$ cat src/rtl/servo_array_driver.sv
// N-channel servo PWM driver. One shared prescaler and frame counter feed all channels.
// Each channel is positioned by buttons or a ping-pong sweep, clamped to per-channel and global limits.
module servo_array_driver #(
  parameter int unsigned CHANNELS     = 2,
  parameter int unsigned WIDTH        = 32,
  parameter int unsigned CLK_DIV      = 100,
  parameter int unsigned PERIOD_TICKS = 20000,
  parameter int unsigned PW_MIN       = 500,
  parameter int unsigned PW_MAX       = 2500,
  parameter int unsigned PW_RESET     = 1500,
  parameter int unsigned STEP         = 10
) (
  input  logic                      CLK,
  input  logic                      RST,
  input  logic [CHANNELS-1:0]       BTN_0,
  input  logic [CHANNELS-1:0]       BTN_1,
  input  logic [CHANNELS-1:0]       ES,
  input  logic [CHANNELS*WIDTH-1:0] pulseWidth_max,
  output logic [CHANNELS-1:0]       SERVO,
  output logic [CHANNELS*WIDTH-1:0] servo_position,
  output logic [CHANNELS-1:0]       PWM_limit,
  output logic [CHANNELS-1:0]       PWM_floor,
  output logic [2*CHANNELS-1:0]     direction,
  output logic                      frame_start
);

  localparam int unsigned PSW = (CLK_DIV > 1) ? $clog2(CLK_DIV) : 1;
  localparam int unsigned FCW = (PERIOD_TICKS > 1) ? $clog2(PERIOD_TICKS) : 1;
  localparam int unsigned EW  = WIDTH + 1;
  localparam int unsigned CW  = ((FCW > WIDTH) ? FCW : WIDTH) + 1;

  localparam logic [1:0] DIR_STOP = 2'b00;
  localparam logic [1:0] DIR_CCW  = 2'b01;
  localparam logic [1:0] DIR_CW   = 2'b10;

  localparam logic [EW-1:0] MIN_E  = EW'(PW_MIN);
  localparam logic [EW-1:0] MAX_E  = EW'(PW_MAX);
  localparam logic [EW-1:0] RST_E  = EW'(PW_RESET);
  localparam logic [EW-1:0] STEP_E = EW'(STEP);

  logic [PSW-1:0] presc_q;
  logic [FCW-1:0] frame_q;
  logic           tick;
  logic           frame_end;

  logic [EW-1:0] pos_q   [CHANNELS];
  logic [EW-1:0] pos_d   [CHANNELS];
  logic [EW-1:0] eff_q   [CHANNELS];
  logic [EW-1:0] eff_d   [CHANNELS];
  logic [EW-1:0] eff_now [CHANNELS];
  logic [1:0]    dir_q   [CHANNELS];
  logic [1:0]    dir_d   [CHANNELS];
  logic [1:0]    sweep_q [CHANNELS];
  logic [1:0]    sweep_d [CHANNELS];

  assign tick      = (presc_q == PSW'(CLK_DIV - 1));
  assign frame_end = tick && (frame_q == FCW'(PERIOD_TICKS - 1));

  // Shared timebase: prescaler and frame counter.
  always_ff @(posedge CLK or negedge RST) begin
    if (!RST) begin
      presc_q <= '0;
      frame_q <= '0;
    end else begin
      presc_q <= tick ? '0 : presc_q + PSW'(1);
      if (tick) begin
        frame_q <= frame_end ? '0 : frame_q + FCW'(1);
      end
    end
  end

  // Per-channel next state: direction source, clamped position step, sweep reversal.
  always_comb begin
    for (int i = 0; i < CHANNELS; i++) begin
      pos_d[i]   = pos_q[i];
      eff_d[i]   = eff_q[i];
      sweep_d[i] = sweep_q[i];
      dir_d[i]   = DIR_STOP;

      eff_now[i] = {1'b0, pulseWidth_max[i*WIDTH +: WIDTH]};
      if (eff_now[i] > MAX_E) eff_now[i] = MAX_E;
      if (eff_now[i] < MIN_E) eff_now[i] = MIN_E;

      if (ES[i]) begin
        dir_d[i] = sweep_q[i];
      end else begin
        case ({BTN_1[i], BTN_0[i]})
          2'b01:   dir_d[i] = DIR_CCW;
          2'b10:   dir_d[i] = DIR_CW;
          default: dir_d[i] = DIR_STOP;
        endcase
      end

      if (frame_end) begin
        eff_d[i] = eff_now[i];
        if (eff_now[i] < pos_q[i]) begin
          pos_d[i] = eff_now[i];
        end else begin
          case (dir_q[i])
            DIR_CCW: pos_d[i] = (pos_q[i] + STEP_E > eff_now[i]) ? eff_now[i] : pos_q[i] + STEP_E;
            DIR_CW:  pos_d[i] = (pos_q[i] < MIN_E + STEP_E) ? MIN_E : pos_q[i] - STEP_E;
            default: pos_d[i] = pos_q[i];
          endcase
        end
        // Floor check last so a degenerate eff_max == PW_MIN keeps sweeping up.
        if (ES[i]) begin
          if (pos_d[i] >= eff_now[i]) sweep_d[i] = DIR_CW;
          if (pos_d[i] <= MIN_E)      sweep_d[i] = DIR_CCW;
        end
      end
    end
  end

  // Channel state and registered status/PWM outputs.
  always_ff @(posedge CLK or negedge RST) begin
    if (!RST) begin
      for (int i = 0; i < CHANNELS; i++) begin
        pos_q[i]   <= RST_E;
        eff_q[i]   <= MAX_E;
        dir_q[i]   <= DIR_STOP;
        sweep_q[i] <= DIR_CCW;
      end
      SERVO       <= '0;
      PWM_limit   <= '0;
      PWM_floor   <= '0;
      frame_start <= 1'b0;
    end else begin
      for (int i = 0; i < CHANNELS; i++) begin
        pos_q[i]     <= pos_d[i];
        eff_q[i]     <= eff_d[i];
        dir_q[i]     <= dir_d[i];
        sweep_q[i]   <= sweep_d[i];
        SERVO[i]     <= (CW'(frame_q) < CW'(pos_q[i]));
        PWM_limit[i] <= (pos_q[i] >= eff_q[i]);
        PWM_floor[i] <= (pos_q[i] == MIN_E);
      end
      frame_start <= (frame_q == '0) && (presc_q == '0);
    end
  end

  for (genvar g = 0; g < CHANNELS; g++) begin : g_pack
    assign servo_position[g*WIDTH +: WIDTH] = pos_q[g][WIDTH-1:0];
    assign direction[2*g +: 2]              = dir_q[g];
  end

endmodule

$ cat config.mk
export PLATFORM = sky130hd
export DESIGN_NAME = servo_array_driver
export DESIGN_NICKNAME = d
export VERILOG_FILES = /design/src/rtl/servo_array_driver.sv
export SDC_FILE = /design/constraint.sdc
export NUM_CORES = 1
export LEC_CHECK = 0
export ABC_AREA = 1
export BUFFER_PORTS_ARGS = -buffer_cell sky130_fd_sc_hd__buf_2
export CAP_MARGIN = 20
export CORE_UTILIZATION = 29
export CTS_CLUSTER_SIZE = 8
export DETAILED_ROUTE_END_ITERATION = 7
export SLEW_MARGIN = 20
export SYNTH_ARGS = -nofsm -noshare
export SYNTH_HDL_FRONTEND = slang
export SYNTH_SLANG_ARGS = --single-unit
$ cat constraint.sdc
create_clock -name CLK -period 9.8 [get_ports CLK]
set_clock_uncertainty 0.05 [all_clocks]
set_input_delay 1.47 -clock CLK [delete_from_list [all_inputs] [get_ports CLK]]
set_output_delay 1.47 -clock CLK [all_outputs]
set_load 0.05 [all_outputs]
==> impl_summary.md <==
Finish
The multi-input combinational cells in the finished layout cover a total of roughly 13000 um2. After the last flow step, the layout net total stands at ~3500. The area growth from synthesis to layout is 10.3%.

The antenna diode instance count is 0. At the end of the flow the core is filled with cells to 0.325. In the final layout, the share of cells above drive strength 1 is 0.0836. In the final layout, flip-flops and latches occupy 4210 um2. The number of filler instances in the final layout is about 7300.

CTS
The maximum buffer depth of the clock tree is 2. The number of buffers added to fix hold violations after cts is 0. Once the clock tree was built, the resizer swapped 0 gates to a different size.

The number of setup buffers added after CTS is 0. TritonCTS built the clock tree. Clock-pin slew was measured on the worst setup and hold paths at 0.07 ns. The maximum level of the CTS H-tree is 4. The clock reaches the later pin of the worst-skew pair after 0.50 ns. The cell at the root of the clock tree is clkbuf_16.

The number of clock sinks is around 170. The number of clock buffers added by TritonCTS is 17.

Yosys
The cell count after synthesis is roughly 3000. The warning count from the yosys run is 0. The number of register bits inferred by synthesis is 167. Averaged over all synthesized cells, the footprint is 6.54 um2. The dominant cell by count in the synthesized netlist is nand2_1. Sorting the synthesized cells by area gives the leading types as ha_1, dfrtp_1, nand2_1. The most used flip-flop cell after synthesis is dfrtp_1. The count of cell types in the netlist is 57. Counting instances in the post-synthesis netlist gives the leading cell types as nand2_1, inv_1, ha_1.

In this run, synthesis inferred 0 flip-flops with an integrated enable. After synthesis, the share of flip-flops with an asynchronous set or reset is 1.00. The biggest area consumer among synthesized cells is ha_1. Summing every instance area after synthesis gives 19800 um2. The share of synthesized area in the top cell type comes to 0.187. Of the synthesized area, sequential elements account for 0.212.

Critical path
The kind of cell with the highest combined delay along the critical path is simple AND/OR/NAND/NOR gates. The critical path buffer and inverter count is 4. The minimum setup slack among reg-to-reg paths is 2.90 ns.

The slowest cell on the critical path is nand2_2. By instance count, the cell type seen most on the critical path is nand2_1. The maximum fanout encountered on the critical timing path is 35. The delay of the slowest critical-path stage is 0.79 ns. The endpoint type of the worst setup path is a flip-flop.

The worst setup path is of the input port to flip-flop kind. For the worst setup path, the data required time is 10.18 ns. STA classifies the critical path startpoint as an input port.

For the worst setup path, the data arrival time is between 7 and 8 ns.

Timing
The fmax is approximately 130 MHz. Setup repair after global routing left no endpoint under its margin. The relative max-transition margin is 0.314.

The hold violation count in the final report is 0. In the post-route analysis, the smallest setup slack over all paths is 2.20 ns. In the finished design, the share of the clock period the worst path needs comes to 0.775. For the pin with the worst max-slew slack, the measured transition is 1.03 ns.

For the finished layout, the period the worst path requires is 7.60 ns. The final number of max-transition violations is 0. Setup violations remaining at the end of the flow were counted as 0. The final setup TNS is 0 ns.

The worst hold-check slack is 0.414 ns.

Placement
OpenSTA, run right after detailed placement, puts the worst setup slack at about 1.7 ns. Port buffering added 146 buffers. The HPWL after detailed placement is approximately 53 mm.

Routability-driven placement finished with a final weighted congestion of 0.978.

Outcome
The run finished with clean final reports.

Drt
The first detailed-routing pass ran for 6 iterations. The final wirelength is 68.4 mm. The detailed router finished its first iteration with 1545 violations. In the routed layout, each cell is associated on average with a via count of 4.92. For this run, design rule violations remaining after detail routing come to 0. In the final routed layout, each cell accounts on average for around 17 um. The routed layout has around 20000 vias. The number of antenna-violating nets in the routed design is 0.

Die
In this run the standard cell core region covers a little under 70000 um2. For this design the top-level I/O count stands at 147. The die is between 200 and 300 um wide. From bottom edge to top edge, the die measures 264 um.

The die covers 69500 um2. The initial cell density of the core is 0.294. The initialized floorplan defines 95 standard-cell rows.

Global routing
The overall overflow remaining after global route is 0. The pin count of the biggest net entering global routing is 102. The initial antenna violation count is 2. For this run, the total global-route usage over all layers was measured as 0.200. The number of global-route vias before repair came to 19000.

The wire length of the first global-routing pass is 109 mm.

Power
The total power density per cell area is around 70 nW/um2. For this design the static power due to leakage is 12.9 nW. IR analysis of the VDD net gives a maximum drop of 0.150 mV.

Job
Max-cap violations in this run came to 0.

Worst hold path
The classification of the worst-slack hold path is flip-flop to flip-flop.
power breakdown:
group | total (mW) | internal, mW | switching (mW)
logic | 0.151 | 0.0471 | 0.104
clock network | 0.697 | 0.365 | 0.332
registers | 0.691 | 0.690 | 0.000676
cell families after synthesis:
family / share of synthesized area
adder cells (fa/ha/maj): 0.187
AO/OA/AOI/OAI: 0.140
XOR/XNOR: 0.0278
AND/OR/NAND/NOR: 0.291
buffers and inverters: 0.142
flip-flops: 0.212
other: 0.000379
registers in the layout, summed over array words and instances, names as in the netlist:
name / flops
servo_position: 64
eff_q: 64
presc_q: 7
PWM_floor: 2
SERVO: 2
frame_q: 15
PWM_limit: 2
frame_start: 1
direction: 4
sweep_q: 4
pos_q: 2
per-layer routing:
metal	routed length, um	GRT usage	vias up
li1	-	-	10040
met1	31600	0.270	9183
met2	30600	0.320	661
met3	4620	0.0353	86
met4	1600	0.0702	2
met5	13	0	-
cell usage in the layout (no fill, tap or decap), types with 16 or more instances in the layout:
master       n
a21oi_1    198
nand2_1    671
nor4_1      25
conb_1     120
nand4_1     70
clkbuf_16   17
dfrtp_1    141
nor3_1      67
o21ai_0    213
buf_2      145
buf_4       16
xor2_1      63
nand3_1    190
dfstp_2     26
ha_1       296
nor2_1     257
inv_1      488
final timing paths:
| check | startpoint | end | cells past startpoint |
|---|---|---|---|
| min in group asynchronous | RST | eff_q[20] | 1 |
| max reg2reg | servo_position[1] | sweep_q[3] | 40 |
| max in group asynchronous | RST | eff_q[33] | 3 |
| max | pulseWidth_max[44] | sweep_q[1] | 37 |
| min | eff_q[17] | eff_q[17] | 2 |
| min reg2reg | eff_q[17] | eff_q[17] | 2 |
final cells by class:
type                    instances  share of cell area
flip-flops and latches        167               0.192
well taps                     873              0.0499
inverters                     504              0.0865
repair buffers                162              0.0393
clock buffers                  20              0.0209
clock inverters                12             0.00526
multi-input cells            2318               0.606
stage by stage:
step | cell area [um2] | power, mW | std cells
after floorplan | 20300 | 0.792 | 3151
after global placement | 21300 | 0.853 | 4024
after detailed placement | 21300 | 0.853 | 4024
after CTS | 21900 | 1.57 | 4056
after global routing | 21900 | 1.61 | 4056
final | 21900 | 1.54 | 4056
tightest hold or removal path, cell delays in order (launching register included):
cell	delay, ns
dfrtp_1	0.34
nand2_1	0.05
inv_1	0.04
No activity file was read; power rests on OpenSTA's default activity.
